**src/rtl/pwm_ramp_ctrl_pkg.sv**
```systemverilog
// Shared definitions for PWM sequencers: data width, sequencer states and the
// target-clip / duty-step helpers.
package pwm_ramp_ctrl_pkg;

  localparam int unsigned PWM_W = 16;

  typedef enum logic [1:0] {StIdle, StArm, StRamp} state_e;

  // Duty may not exceed the period (100 % high).
  function automatic logic [PWM_W-1:0] clip_target(input logic [PWM_W-1:0] tgt,
                                                   input logic [PWM_W-1:0] per);
    return (tgt > per) ? per : tgt;
  endfunction

  // One ramp step toward tgt; the last partial step lands exactly on tgt.
  function automatic logic [PWM_W-1:0] next_duty(input logic [PWM_W-1:0] duty,
                                                 input logic [PWM_W-1:0] tgt,
                                                 input logic [PWM_W-1:0] step);
    logic [PWM_W:0] diff;
    logic [PWM_W-1:0] res;
    if (step == '0) begin
      res = tgt;
    end else if (tgt >= duty) begin
      diff = {1'b0, tgt} - {1'b0, duty};
      res  = (diff <= {1'b0, step}) ? tgt : duty + step;
    end else begin
      diff = {1'b0, duty} - {1'b0, tgt};
      res  = (diff <= {1'b0, step}) ? tgt : duty - step;
    end
    return res;
  endfunction

endpackage

```
**src/rtl/pwm_ramp_ctrl_frame_tracker.sv**
```systemverilog
// Mirror of the PWM generator frame counter; flags the last cycle of each frame.
module pwm_frame_tracker #(
  parameter int unsigned W = 16
) (
  input  logic         clk,
  input  logic         rst_n,
  input  logic [W-1:0] period_i,
  output logic         frame_end_o
);

  logic [W-1:0] fcnt_q, fcnt_d;

  // Periods 0 and 1 both collapse to a one-cycle frame.
  assign frame_end_o = (period_i <= W'(1)) || (fcnt_q >= period_i - W'(1));

  always_comb begin
    fcnt_d = frame_end_o ? '0 : fcnt_q + W'(1);
  end

  always_ff @(posedge clk or negedge rst_n) begin
    if (!rst_n) begin
      fcnt_q <= '0;
    end else begin
      fcnt_q <= fcnt_d;
    end
  end

endmodule

```
**src/rtl/pwm_ramp_ctrl.sv**
```systemverilog
// Ramp sequencer in front of a PWM generator: accepts one command and walks the
// duty toward its target, updating duty/period only at generator frame boundaries.
module pwm_ramp_ctrl
  import pwm_ramp_ctrl_pkg::*;
#(
  parameter logic [PWM_W-1:0] PERIOD_RST = 16'd1000,
  parameter int unsigned      IVL_W      = 8
) (
  input  logic             clk,
  input  logic             rst_n,
  input  logic             cfg_valid,
  output logic             cfg_ready,
  input  logic [PWM_W-1:0] cfg_target,
  input  logic [PWM_W-1:0] cfg_period,
  input  logic [PWM_W-1:0] cfg_step,
  input  logic [IVL_W-1:0] cfg_interval,
  input  logic             abort,
  output logic [PWM_W-1:0] pwm_duty_o,
  output logic [PWM_W-1:0] pwm_period_o,
  output logic             frame_end_o,
  output logic             busy,
  output logic             done
);

  state_e           state_q, state_d;
  logic [PWM_W-1:0] tgt_q, tgt_d;
  logic [PWM_W-1:0] per_q, per_d;
  logic [PWM_W-1:0] step_q, step_d;
  logic [IVL_W-1:0] ivl_q, ivl_d;
  logic [IVL_W-1:0] ivl_cnt_q, ivl_cnt_d;
  logic [PWM_W-1:0] duty_q, duty_d;
  logic [PWM_W-1:0] period_q, period_d;
  logic             done_q, done_d;
  logic [PWM_W-1:0] step_val;
  logic             frame_end;

  pwm_frame_tracker #(
    .W (PWM_W)
  ) u_frame_tracker (
    .clk         (clk),
    .rst_n       (rst_n),
    .period_i    (period_q),
    .frame_end_o (frame_end)
  );

  always_comb begin
    state_d   = state_q;
    tgt_d     = tgt_q;
    per_d     = per_q;
    step_d    = step_q;
    ivl_d     = ivl_q;
    ivl_cnt_d = ivl_cnt_q;
    duty_d    = duty_q;
    period_d  = period_q;
    done_d    = 1'b0;
    step_val  = next_duty(duty_q, tgt_q, step_q);

    // Abort outranks both a pending handshake and a frame boundary.
    if (abort) begin
      state_d = StIdle;
    end else begin
      unique case (state_q)
        StIdle: begin
          if (cfg_valid) begin
            tgt_d   = clip_target(cfg_target, cfg_period);
            per_d   = cfg_period;
            step_d  = cfg_step;
            ivl_d   = cfg_interval;
            state_d = StArm;
          end
        end
        StArm: begin
          if (frame_end) begin
            period_d  = per_q;
            ivl_cnt_d = '0;
            state_d   = StRamp;
          end
        end
        StRamp: begin
          if (frame_end) begin
            if (ivl_cnt_q == ivl_q) begin
              ivl_cnt_d = '0;
              duty_d    = step_val;
              if (step_val == tgt_q) begin
                done_d  = 1'b1;
                state_d = StIdle;
              end
            end else begin
              ivl_cnt_d = ivl_cnt_q + IVL_W'(1);
            end
          end
        end
        default: state_d = StIdle;
      endcase
    end
  end

  always_ff @(posedge clk or negedge rst_n) begin
    if (!rst_n) begin
      state_q   <= StIdle;
      tgt_q     <= '0;
      per_q     <= '0;
      step_q    <= '0;
      ivl_q     <= '0;
      ivl_cnt_q <= '0;
      duty_q    <= '0;
      period_q  <= PERIOD_RST;
      done_q    <= 1'b0;
    end else begin
      state_q   <= state_d;
      tgt_q     <= tgt_d;
      per_q     <= per_d;
      step_q    <= step_d;
      ivl_q     <= ivl_d;
      ivl_cnt_q <= ivl_cnt_d;
      duty_q    <= duty_d;
      period_q  <= period_d;
      done_q    <= done_d;
    end
  end

  assign cfg_ready    = (state_q == StIdle);
  assign busy         = (state_q != StIdle);
  assign done         = done_q;
  assign pwm_duty_o   = duty_q;
  assign pwm_period_o = period_q;
  assign frame_end_o  = frame_end;

endmodule

```
**config.mk**
```make
export PLATFORM = sky130hd
export DESIGN_NAME = pwm_ramp_ctrl
export DESIGN_NICKNAME = d
export VERILOG_FILES = /design/src/rtl/pwm_ramp_ctrl_pkg.sv /design/src/rtl/pwm_ramp_ctrl_frame_tracker.sv /design/src/rtl/pwm_ramp_ctrl.sv
export SDC_FILE = /design/constraint.sdc
export NUM_CORES = 1
export LEC_CHECK = 0
export BUFFER_PORTS_ARGS = -buffer_cell sky130_fd_sc_hd__buf_2
export CAP_MARGIN = 5
export CORE_UTILIZATION = 50
export CTS_CLUSTER_DIAMETER = 40
export CTS_CLUSTER_SIZE = 16
export DETAILED_ROUTE_END_ITERATION = 10
export GPL_ROUTABILITY_DRIVEN = 1
export PLACE_DENSITY_LB_ADDON = 0.1
export RECOVER_POWER = 50
export SYNTH_ARGS = -nofsm -noshare
export SYNTH_HDL_FRONTEND = slang
export SYNTH_SLANG_ARGS = --single-unit
```
**constraint.sdc**
```tcl
create_clock -name clk -period 4.7 [get_ports clk]
set_clock_uncertainty 0.15 [all_clocks]
set_input_delay 0.47 -clock clk [delete_from_list [all_inputs] [get_ports clk]]
set_output_delay 0.47 -clock clk [all_outputs]
set_load 0.01 [all_outputs]
```
### After elaboration in Yosys (flattened, before gate mapping)

Cells that the tools add are included.

| cells by class | value |
|---|---|
| mux-type cells | 22 |
| $add $sub $neg | 7 |
| div/mod/pow operators | 0 |
| equality and inequality tests | 11 |
| shifts and indexed selects | 0 |
| bitwise logic cells | 1 |
| $mul | 0 |
| order comparisons | 6 |
| reduce and logical (&&, ||, !) cells | 10 |

Operator list:

| cell | number |
|---|---|
| two-way mux 16 bit | 6 |
| <= comparator 17 x 16 -> 1 bit | 2 |
| subtractor 16 x 16 -> 17 bit | 2 |
| greater-or-equal comparator 16 bit | 2 |
| two-way mux 8 bit | 3 |
| adder 16 x 1 -> 16 bit (second input constant) | 1 |
| adder 16 bit | 1 |
| == test 16 bit | 1 |
| greater-than comparator 16 bit | 1 |
| <= comparator 16 x 1 -> 1 bit (second input constant) | 1 |
| logical NOT 16 bit | 1 |
| case mux 8 bit (2 select lines) | 1 |
| subtractor 16 x 1 -> 16 bit (second input constant) | 1 |
| subtractor 16 bit | 1 |
| two-way mux 2 bit | 6 |
| != test 3 x 2 -> 1 bit (second input constant) | 3 |
| adder 8 x 1 -> 8 bit (second input constant) | 1 |
| == test 8 bit | 1 |
| AND reduction 4 bit | 2 |
| != test 3 bit (second input constant) | 2 |
| case mux 2 bit (3 select lines) | 1 |
| AND reduction 3 bit | 2 |
| two-way mux 1 bit | 5 |
| AND reduction 5 bit | 1 |
| other kinds (7) | 9 |

| storage, ports and cells | value |
|---|---|
| register bits after elaboration | 115 |
| bits of input ports | 60 |
| bits in writable memories | 0 |
| bits in latches | 0 |
| memories | 0 |
| logic and storage cells | 67 |
| ROM bits | 0 |

### Depth between registers and ports, before layout

Gate-level depths: netlist (run 1).

| logic depth | value |
|---|---|
| depth in word-level cells | 11 |
| mapped depth | 24 |
| mapped depth without buffers | 23 |

### Hierarchy

A second synthesis (run 1) with hierarchy kept.

| second synthesis, totals | value |
|---|---|
| cell total of the unflattened synthesis | 1,222 |
| area total of the unflattened synthesis | 10,556.4 um2 |

By module, submodules not included:

| module | seq. area each (um2) | times used | cells each | area an instance (um2) |
|---|---|---|---|---|
| pwm_ramp_ctrl | 2,484.9 | 1 | 1,065 | 9,160.0 |
| pwm_frame_tracker | 400.4 | 1 | 157 | 1,396.3 |

### Least setup slack after synthesis (run 1)

No wires, ideal clock.

| timing | value |
|---|---|
| kind | flip-flop to flip-flop |
| start | register duty_q[1], in the netlist pwm_duty_o[1] |
| end | register state_q[1] |
| clock period less this slack | 4,970 ps |
| path slack | -270 ps |
| arrival | 4,680 ps |
| cell stages (with the launch flop) | 23 |
| cell sequence | dfrtp_1 -> inv_1 -> ha_1 -> nor2b_1 -> o21ai_1 -> nand2b_1 -> a21o_1 -> a21o_1 -> a21o_1 -> a21o_1 -> a2111oi_0 -> xnor2_1 -> ha_1 -> nand3_1 -> or2_2 -> nor3_1 -> nand2_1 -> a22o_1 -> nand2_1 -> o221a_2 -> o2111ai_1 -> o311ai_0 -> nand3_1 |

| on the way | value |
|---|---|
| longest elaborated chain between the ends | 8 |

RTL lines:

| item | RTL line | RTL |
|---|---|---|
| start, declared | pwm_ramp_ctrl.sv:31 | `logic [PWM_W-1:0] duty_q, duty_d;` |
| start signal, assigned | pwm_ramp_ctrl.sv:116 | `duty_q <= duty_d;` |
| subtractor 16 x 16 -> 17 bit, on equally long branches | pwm_ramp_ctrl_pkg.sv:27, pwm_ramp_ctrl_pkg.sv:24 |  |
| <= comparator 17 x 16 -> 1 bit, on equally long branches | pwm_ramp_ctrl_pkg.sv:28, pwm_ramp_ctrl_pkg.sv:25 |  |
| two-way mux 16 bit, on equally long branches | pwm_ramp_ctrl_pkg.sv:28, pwm_ramp_ctrl_pkg.sv:25 |  |
| two-way mux 16 bit * | pwm_ramp_ctrl_pkg.sv:23 | `end else if (tgt >= duty) begin` |
| two-way mux 16 bit * | pwm_ramp_ctrl_pkg.sv:21 | `if (step == '0) begin` |
| == test 16 bit * | pwm_ramp_ctrl.sv:84 | `if (step_val == tgt_q) begin` |
| != test 3 bit (no source line) * | - |  |
| AND reduction 5 bit (no source line) * | - |  |
| end signal, assigned | pwm_ramp_ctrl.sv:100 | `state_q <= StIdle;` |
| end signal, assigned | pwm_ramp_ctrl.sv:110 | `state_q <= state_d;` |
| end, declared | pwm_ramp_ctrl.sv:25 | `state_e state_q, state_d;` |

Every way passes the cells marked *; elsewhere a longest branch is shown, timed or not.
A chain may end at the register's enable or synchronous reset.

### Worst setup path after layout (run 1)

| timing | value |
|---|---|
| start | register tgt_q[0] |
| end | register state_q[1] |

| on the way | value |
|---|---|
| longest elaborated chain between the ends | 8 |

RTL lines:

| item | RTL line | RTL |
|---|---|---|
| start, declared | pwm_ramp_ctrl.sv:26 | `logic [PWM_W-1:0] tgt_q, tgt_d;` |
| start signal, assigned | pwm_ramp_ctrl.sv:111 | `tgt_q <= tgt_d;` |
| subtractor 16 x 16 -> 17 bit, on equally long branches | pwm_ramp_ctrl_pkg.sv:27, pwm_ramp_ctrl_pkg.sv:24 |  |
| <= comparator 17 x 16 -> 1 bit, on equally long branches | pwm_ramp_ctrl_pkg.sv:28, pwm_ramp_ctrl_pkg.sv:25 |  |
| two-way mux 16 bit, on equally long branches | pwm_ramp_ctrl_pkg.sv:28, pwm_ramp_ctrl_pkg.sv:25 |  |
| two-way mux 16 bit | pwm_ramp_ctrl_pkg.sv:23 |  |
| two-way mux 16 bit | pwm_ramp_ctrl_pkg.sv:21 |  |
| == test 16 bit * | pwm_ramp_ctrl.sv:84 |  |
| != test 3 bit (no source line) * | - |  |
| AND reduction 5 bit (no source line) * | - |  |

Marks and branches as above.

==> results of run 1 <==
==> logic make-up (layout without fill, tap and decap cells) <==
| group | count (synthesis) | after routing | synth area share [%] |
|---|---|---|---|
| buffers and inverters | 137 | 373 | 5.12 |
| multiplexers | 63 | 63 | 6.38 |
| AO/OA/AOI/OAI | 340 | 340 | 21.2 |
| adder cells (fa/ha/maj) | 133 | 133 | 15.8 |
| XOR/XNOR | 97 | 97 | 7.92 |
| AND/OR/NAND/NOR | 365 | 365 | 16.7 |
| flip-flops | 115 | 115 | 26.9 |
==> what timing repair did <==
item	4_1_cts	5_1_grt
buffers inserted	6	11
setup endpoints to repair	18	18
resized for setup	52	78
pin swaps	24	60
hold endpoints to repair	0	0
==> power groups by stage <==
stage	Sequential, W	Combinational, W	Clock, W
final	0.00172	0.00940	0.00135
after CTS	0.00171	0.00830	0.00137
after floorplan	0.00164	0.00481	0
after detailed placement	0.00172	0.00766	0
after global routing	0.00176	0.0101	0.00140
after global placement	0.00171	0.00763	0
==> final cells by class <==
type	instances	area share (%)
multi-input combinational	998	57.4
sequential	115	20.9
timing repair buffer	253	12.5
clock buffer	17	3.08
tap	275	2.49
inverter	88	2.39
clock inverter	15	1.24
==> sequential cells by signal, indices dropped and copies added, names as in the netlist <==
register and cells:
per_q 16, pwm_period_o 16, pwm_duty_o 16, state_q 2
done 1, step_q 16, u_frame_tracker.fcnt_q 16, ivl_q 8
ivl_cnt_q 8, tgt_q 16
==> cells in the final DEF, fill, tap and decap left out, types with 10 or more instances in the layout <==
master                      synthesis  layout
sky130_fd_sc_hd__xnor2_1           65      65
sky130_fd_sc_hd__o21a_1            11      10
sky130_fd_sc_hd__nand4_1           19      19
sky130_fd_sc_hd__buf_6              0      15
sky130_fd_sc_hd__nor4_1            13      12
sky130_fd_sc_hd__clkbuf_16          0      17
sky130_fd_sc_hd__nor3_1            27      25
sky130_fd_sc_hd__o211ai_1          10      10
sky130_fd_sc_hd__dfrtp_1          109     108
sky130_fd_sc_hd__nand3_1           26      23
sky130_fd_sc_hd__a211oi_1          15      11
sky130_fd_sc_hd__and3_1            18      17
sky130_fd_sc_hd__a21oi_1           89      72
sky130_fd_sc_hd__nand2_1           75      72
sky130_fd_sc_hd__inv_1             84      80
sky130_fd_sc_hd__a21o_1            24      23
sky130_fd_sc_hd__o21ai_1           24      24
sky130_fd_sc_hd__buf_4              1     140
sky130_fd_sc_hd__o21ai_0           52      45
sky130_fd_sc_hd__buf_2             24      85
sky130_fd_sc_hd__xor2_1            32      32
sky130_fd_sc_hd__mux2_2            33      33
sky130_fd_sc_hd__ha_1             129     125
sky130_fd_sc_hd__mux2i_1           20      20
sky130_fd_sc_hd__a21oi_2            2      17
sky130_fd_sc_hd__nand2b_1          18      18
sky130_fd_sc_hd__nor2b_1           15      12
sky130_fd_sc_hd__nor2_1           114     110
==> tightest hold or removal path: stages <==
cell                      delay (ns)
sky130_fd_sc_hd__buf_2          0.07
sky130_fd_sc_hd__nand2_1        0.03
sky130_fd_sc_hd__o21ai_0        0.06
==> metal layers <==
| metal | track usage (%) | vias to the layer above |
|---|---|---|
| met3 | 5.49 | 85 |
| met1 | 48.8 | 5081 |
| li1 | - | 4962 |
| met2 | 52.6 | 459 |
| met4 | 13.7 | 0 |
| met5 | 0 | - |
==> stage by stage <==
stage	area, um2	power [W]	TNS (ns)	std cells	hold slack (ns)
6_report	13800	0.0125	-0.636	1761	0.0986
5_1_grt	13800	0.0132	-2.53	1761	0.0986
4_1_cts	13400	0.0114	-0.0503	1752	0.0120
3_5_place_dp	12500	0.00937	-5.33	1714	0.325
3_3_place_gp	12500	0.00934	-3.70	1714	0.317
2_1_floorplan	10800	0.00646	0	1250	0.0244
==> worst min-delay path by stage <==
| stage | cells past startpoint | slack (ns) | endpoint |
|---|---|---|---|
| after CTS | 2 | 0.01 | step_q[15] |
| final | 3 | 0.1 | step_q[9] |
| after global placement | 1 | 0.32 | pwm_period_o[15] |
| after detailed placement | 1 | 0.33 | pwm_period_o[10] |
| after floorplan | 0 | 0.02 | done |
| after global routing | 3 | 0.1 | step_q[9] |
==> results.txt, run 1 <==
The flow ran to the end, but the final reports show violations. The checks that failed: capacitance limit, slew limit, setup timing. On the critical path the largest part of the delay comes from compound AO/OA/AOI/OAI gates. The sequential standard cell area came out at 2890 um2. The cell count along the critical path came out at 24.

The global-route usage over all layers is 34.6%. The uppermost metal layer occupied by signal nets is met4. The area share of the largest cell type after synthesis is 25.4%. The number of diodes is 0.

The die area came out at 22000 um2. The number of sinks handled by clock tree synthesis came out at ~120. Once detail routing completed, the nets flagged for antenna violations numbered 0.

Setup repair after global routing could not meet its margin everywhere. After detailed routing, the wire length on met1 is between 15000 and 20000 um. Of the cells placed in the final design, the portion with a size suffix greater than 1 is around 29%.

The footprint of the multi-input gates is 7930 um2. The net count after synthesis is 1443. The fraction of the cycle the final worst path needs came out at 104%. The number of distinct standard cells referenced by the synthesized netlist is 84.

The via count of the first global-routing pass is approximately 10000. Dividing the detail-routed wire length by the instance count gives 21.4 um. For this design the top-level I/O count stands at 96. The tightest min-delay check is of the input pin to flop type. Wires add up to 37700 um. The total met2 wirelength after detailed routing is 16600 um.

The net count of the finished layout came out at 1666. The placer's final routability congestion estimate is 0.997. After synthesis, the most frequently instantiated cells are 129 x sky130_fd_sc_hd__ha_1, 114 x sky130_fd_sc_hd__nor2_1, 109 x sky130_fd_sc_hd__dfrtp_1. The number of maximum-capacitance constraint violations came out at 1.

For the pin with the worst max-slew slack, the measured transition is 3.04 ns. The critical path buffer and inverter count came out at 4. The mean instance size in the synthesized netlist came out at roughly 8.6 um2. The startpoint of the most critical register-to-register path is tgt_q[0]. The worst-case headroom to the max-slew limit is -103%. The fraction of synthesis flops using an asynchronous set or reset pin came out at 100%. Compared with the post-synthesis result, the final layout area differs by 28.8%. The capture point of the critical path is state_q[1]. The tree is rooted in a sky130_fd_sc_hd__clkbuf_16. Setup violations remaining at the end of the flow were counted as 8. The synthesized design contains 0 enable-type register cells. The startpoint of the most critical setup path is tgt_q[0]. The biggest area contributor in the post-synthesis netlist is sky130_fd_sc_hd__dfrtp_1.

The die is 148 um wide. In this run the most critical hold path is launched from cfg_step[9]. The total clock buffers created by CTS is 17.

In the synthesized netlist, the number of instances is around 1300. The die boundary height is 148 um. Along the worst path, the maximum fanout reaches 4. The number of warning messages in the yosys log is 0. The highest-delay cell along the critical path is sky130_fd_sc_hd__dfrtp_1. The routed via count divided by cell count came out at 6.01. The maximum vdd drop is roughly 0.46 mV.

The critical path data arrival time is 5.00 ns. The detailed router finished its first iteration with 953 violations. Sequential cells were found to cover between 20% and 30% of the synthesized design area. The clock tree synthesis step divided the H-tree into 4 levels. The fraction of power spent switching nets is about 49%. The HPWL after detailed placement is around 29000 um. The count of fill cells added during filler insertion is between 1500 and 2000. The residual overflow from global routing came out at 0. The cell depth of the worst flop-to-flop path is 24. The first-pass GRT wire length is roughly 58000 um. The minimum clock period after layout came out at 4.87 ns. The startpoint-to-endpoint class of the critical path is flop to flop. The sum of met3 wire segment lengths after detailed routing came out at between 2000 and 3000 um. The endpoint identified for the worst register-to-register timing path is state_q[1]. The floorplan has 53 rows.

The maximum number of pins on one net before global-route repair is 116. The category of the worst setup path capture point is a flop. The critical path goes through inv_2 > ha_4 > inv_1 > fa_2 > nand3_2 > and2_4 > nor2b_1 > o21ai_1 > nand2b_1 > a21oi_2 > xnor2_1 > ha_1 > nand4_1 > nor2_1 > mux2_4 > o32ai_2 > buf_4 > buf_4 > o21ai_4 > o32a_1 > a21oi_2 > o311ai_4 > o311ai_1 > nand3_1. For this run, the top clock speed supported by timing is 205 MHz. The slack of the worst reg-to-reg path is -0.17 ns. Of the total power, combinational logic draws 75.4%.

The share of total power dissipated in the clock network is 10.8%. The number of max-slew violations in the final report came out at 116. The internal power summed over all cells came out at 0.00636 W. The number of antenna violations at the first check in global routing came to 0. The leakage power came out at 6.40 nW. In this run the power density over the cells is 902 nW/um2. The power dissipated by switching net loads is 0.00610 W. The post-CTS clock slew at the launch and capture registers of the worst setup and hold paths is 0.06 ns.

The most frequent cell after synthesis is sky130_fd_sc_hd__ha_1. The largest single stage delay on the critical path is 0.40 ns. After synthesis, the cell types taking the most area are sky130_fd_sc_hd__dfrtp_1 25%, sky130_fd_sc_hd__ha_1 15%, sky130_fd_sc_hd__xnor2_1 5.3%, sky130_fd_sc_hd__a21oi_1 4.2%, sky130_fd_sc_hd__nor2_1 4.0%. TritonCTS built the clock tree.

The buffer depth of the longest clock path is 2. For this run, the leading register cell type out of synthesis is sky130_fd_sc_hd__dfrtp_1. In this run the standard cell core region covers 21000 um2. The worst setup path is launched from a flop.

The worst slack after detailed placement is -0.430 ns. The count of state elements after synthesis came out at 115. The DRC violation count after routing is 0. The later pin in the worst-skew pair is clocked with a latency of 0.42 ns.

The total standard cell area after synthesis is 10700 um2. The routed via count came out at 10587. The number of hold-repair buffers added at the cts stage is 0.

The number of hold violations in the final report came out at 0. The utilization of the core after routing came out at 65.7%. Buffers placed on the I/O ports in this run total 95.

The number of search-and-repair iterations in the first detailed-routing pass is 7. The data required time at the worst endpoint is 4.83 ns. The sequential power share came out at 13.8%.

The worst path setup slack after routing came out at -0.171 ns. The starting density of the core came out at 51.0%.
Power figures use the tool's default switching activity.
==> run 2, diff against run 1 <==
- SKIP_CTS_REPAIR_TIMING: unset -> 1
==> results.txt, run 2 (synthesized netlist as in run 1, its figures left out) <==
The run finished, with violations left. STA classifies the critical path endpoint as a flop. The worst path setup slack after routing came out at -0.105 ns (+0.0658 ns). The fraction of power spent switching nets came out at 49.2% (+0.27 points).

The core footprint is 21000 um2 (unchanged). The total power after layout was 0.0121 W (-2.7%). The number of maximum-capacitance constraint violations is 1 (unchanged). The worst-path maximum fanout is 4 (unchanged). The minimum clock period after layout is 4.81 ns (-0.0658 ns). The worst slack after detailed placement came out at -0.430 ns (unchanged). The worst-margin pin slew is 3.08 ns (+0.0440 ns). The number of DRC markers after the initial detailed-route iteration is 850 (-11%). The first-pass GRT wire length came out at 57200 um (-1.1%). The critical path data arrival time came to 4.94 ns (-0.06 ns). The starting density of the core came out at 51.0% (unchanged). The final reports fail on capacitance limit, slew limit, setup timing. The number of sinks handled by clock tree synthesis came out at 115 (unchanged). In this design, the critical path's most frequently occurring cell is sky130_fd_sc_hd__a21o_1. The power per unit of standard cell area came out at 885 nW/um2 (-1.9%). The global-route track usage on met3 came out at 4.33% (-1.2 points). The part of the total power dissipated in the clock network came out at 11.1% (+0.3 points). The met2 usage came to 52.0% (-0.58 points). The number of diodes is 0 (unchanged). Walking the worst path, the cells encountered are inv_2 > ha_4 > nor2b_4 > o21ai_1 > nand2b_1 > a21o_1 > a21o_1 > a21o_1 > a21o_4 > a31oi_4 > a211oi_4 > xor2_1 > ha_1 > nand4_1 > or2_4 > nor3_2 > nand2_1 > a22o_4 > buf_6 > nand2_8 > o221a_4 > o2111ai_4 > o311ai_1 > nand3_1. The via count of the first global-routing pass came out at 9971 (-1.2%). The die boundary height is 148 um (unchanged).

The number of search-and-repair iterations in the first detailed-routing pass was 8 (+1). The number of placed cells counting well taps is 1714 (unchanged). The detailed-placement wirelength estimate came out at 28800 um (unchanged).

The cell area after layout is 13700 um2 (-0.80%). The maximum vdd drop came out at 0.417 mV (-9.0%). The routed via count divided by cell count came to 6.01 (-0.11%). The slack of the worst reg-to-reg path came to -0.11 ns (+0.07 ns). The number of standard cells in the layout, taps in and fillers out was 1756 (-0.28%).

The most common cell after layout, fill and taps aside is sky130_fd_sc_hd__buf_4. After global routing, the most crowded layer is met2. The average detailed-routed wire length per instance is 21.3 um (-0.34%).

The fraction of the cycle the final worst path needs was 102% (-1.4 points). The power dissipated by switching net loads is 0.00597 W (-2.2%). The worst setup path is of the flop to flop kind. The number of antenna violations at the first check in global routing was 0 (unchanged).

The placed standard-cell area is 12500 um2 (unchanged). The clock insertion delay at the later pin of the skew report is 0.43 ns (about the same). Leaving out fill and tap cells, the most frequent cells in the layout are 138 x sky130_fd_sc_hd__buf_4, 124 x sky130_fd_sc_hd__ha_1, 108 x sky130_fd_sc_hd__nor2_1, 108 x sky130_fd_sc_hd__dfrtp_1, 84 x sky130_fd_sc_hd__buf_2.

The worst-case headroom to the max-slew limit came to -106% (-2.9 points). Clock tree synthesis selected as its root buffer the cell sky130_fd_sc_hd__clkbuf_16. The residual overflow from global routing was 0 (unchanged).

The logic gate share of total power is 74.7% (-0.7 points). The number of failing setup endpoints in the final timing report was 5 (-3). The chip width came out at 148 um (unchanged).

The post-CTS clock slew at the launch and capture registers of the worst setup and hold paths came out at 0.06 ns (about the same). The critical path buffer and inverter count came to 2 (-2). The floorplan row count came out at 53 (unchanged). TritonCTS built the clock tree.

The maximum single-stage delay on the critical path came out at 0.41 ns (about the same). Relative to the synthesized area, the layout overhead comes to 27.8%. The highest-delay cell along the critical path is sky130_fd_sc_hd__dfrtp_2. The routed via count is 10545 (-0.40%). STA classifies the critical path startpoint as a flop. The post-detailed-route count of antenna-violating nets came to 0 (unchanged). The internal power summed over all cells is 0.00616 W (-3.2%).

The final routed wirelength across all metal layers is 37400 um (-0.62%). The fraction of layout instances using a drive strength above 1 is 28.3% (-0.31 points). The cell family contributing the most delay on the critical path is compound AO/OA/AOI/OAI gates.

The number of primary I/O pins is 96 (unchanged). The path class of the tightest hold or removal check is input pin to flop. The DRC violation count after routing came out at 0 (unchanged).

The die area is 22000 um2 (unchanged). The total number of H-tree levels came out at 4 (unchanged). The maximum number of pins on one net before global-route repair is 116 (unchanged). The sequential power share was 14.2% (+0.4 points). The leakage power was 6.36 nW (-0.66%). Setup repair after global routing could not meet its margin everywhere. The net count of the finished layout is 1661 (-0.30%). The utilization of the core after routing is 65.2% (-0.52 points). The global-route usage over all layers came to 34.2% (-0.34 points).

The number of port buffers is 95 (unchanged). The data required time at the worst endpoint is 4.84 ns (about the same). The top achievable clock speed came out at 208 MHz (+1.4%). The total clock buffers created by CTS came out at 17 (unchanged). The number of max-slew violations in the final report is 116 (unchanged). The buffer depth of the longest clock path came to 2 (unchanged).

The number of hold violations in the final report came to 0 (unchanged). The placer's final routability congestion estimate came out at 0.997 (unchanged). The met1 track utilization from global routing came out at 49.2% (+0.35 points).
==> run 2: worst register-to-register path: cells and delay by family, from the launching register on <==
family          cells  cell delay [ns]
compound gates     11             2.16
simple gates        8             1.01
fa+ha+maj           2             0.55
flops               1             0.41
buf+inv             2             0.22
xor+xnor            1             0.16
==> run 2: final timing paths <==
check | startpoint | to | depth (start not counted)
worst max-delay path | pwm_duty_o[1] | state_q[1] | 24
worst min-delay path | cfg_step[9] | step_q[9] | 3
worst max register to register | pwm_duty_o[1] | state_q[1] | 24
worst min register to register | per_q[13] | pwm_period_o[13] | 1
max in group asynchronous | rst_n | pwm_duty_o[1] | 2
min in group asynchronous | rst_n | step_q[15] | 2
==> run 2: power by group through the flow <==
stage          combinational [W]  clock, W  sequential (W)
2_1_floorplan            0.00481         0         0.00164
3_3_place_gp             0.00763         0         0.00171
3_5_place_dp             0.00766         0         0.00172
4_1_cts                  0.00772   0.00137         0.00170
5_1_grt                  0.00975   0.00140         0.00176
6_report                 0.00906   0.00135         0.00172
==> run 2: layout make-up <==
cell class	count	area, um2
Clock buffer	17	425
Timing Repair Buffer	248	1680
Tap cell	275	344
Fill cell	1813	7320
Sequential cell	115	2890
Multi-Input combinational cell	998	7870
Inverter	88	330
Clock inverter	15	171
==> run 2: layer usage <==
layer | share of wire (%) | up-vias | routed length, um
met5 | 0 | - | 0
met1 | 46 | 5044 | 17100
met4 | 4.0 | 0 | 1490
met2 | 43 | 461 | 16200
met3 | 7.0 | 85 | 2630
li1 | - | 4955 | -
==> run 2: per-stage QoR <==
step | TNS (ns) | hold slack, ns
final | -0.267 | 0.0955
after global routing | -2.62 | 0.0979
after CTS | -6.29 | 0.0120
after floorplan | 0 | 0.0244
after global placement | -3.70 | 0.317
after detailed placement | -5.33 | 0.325
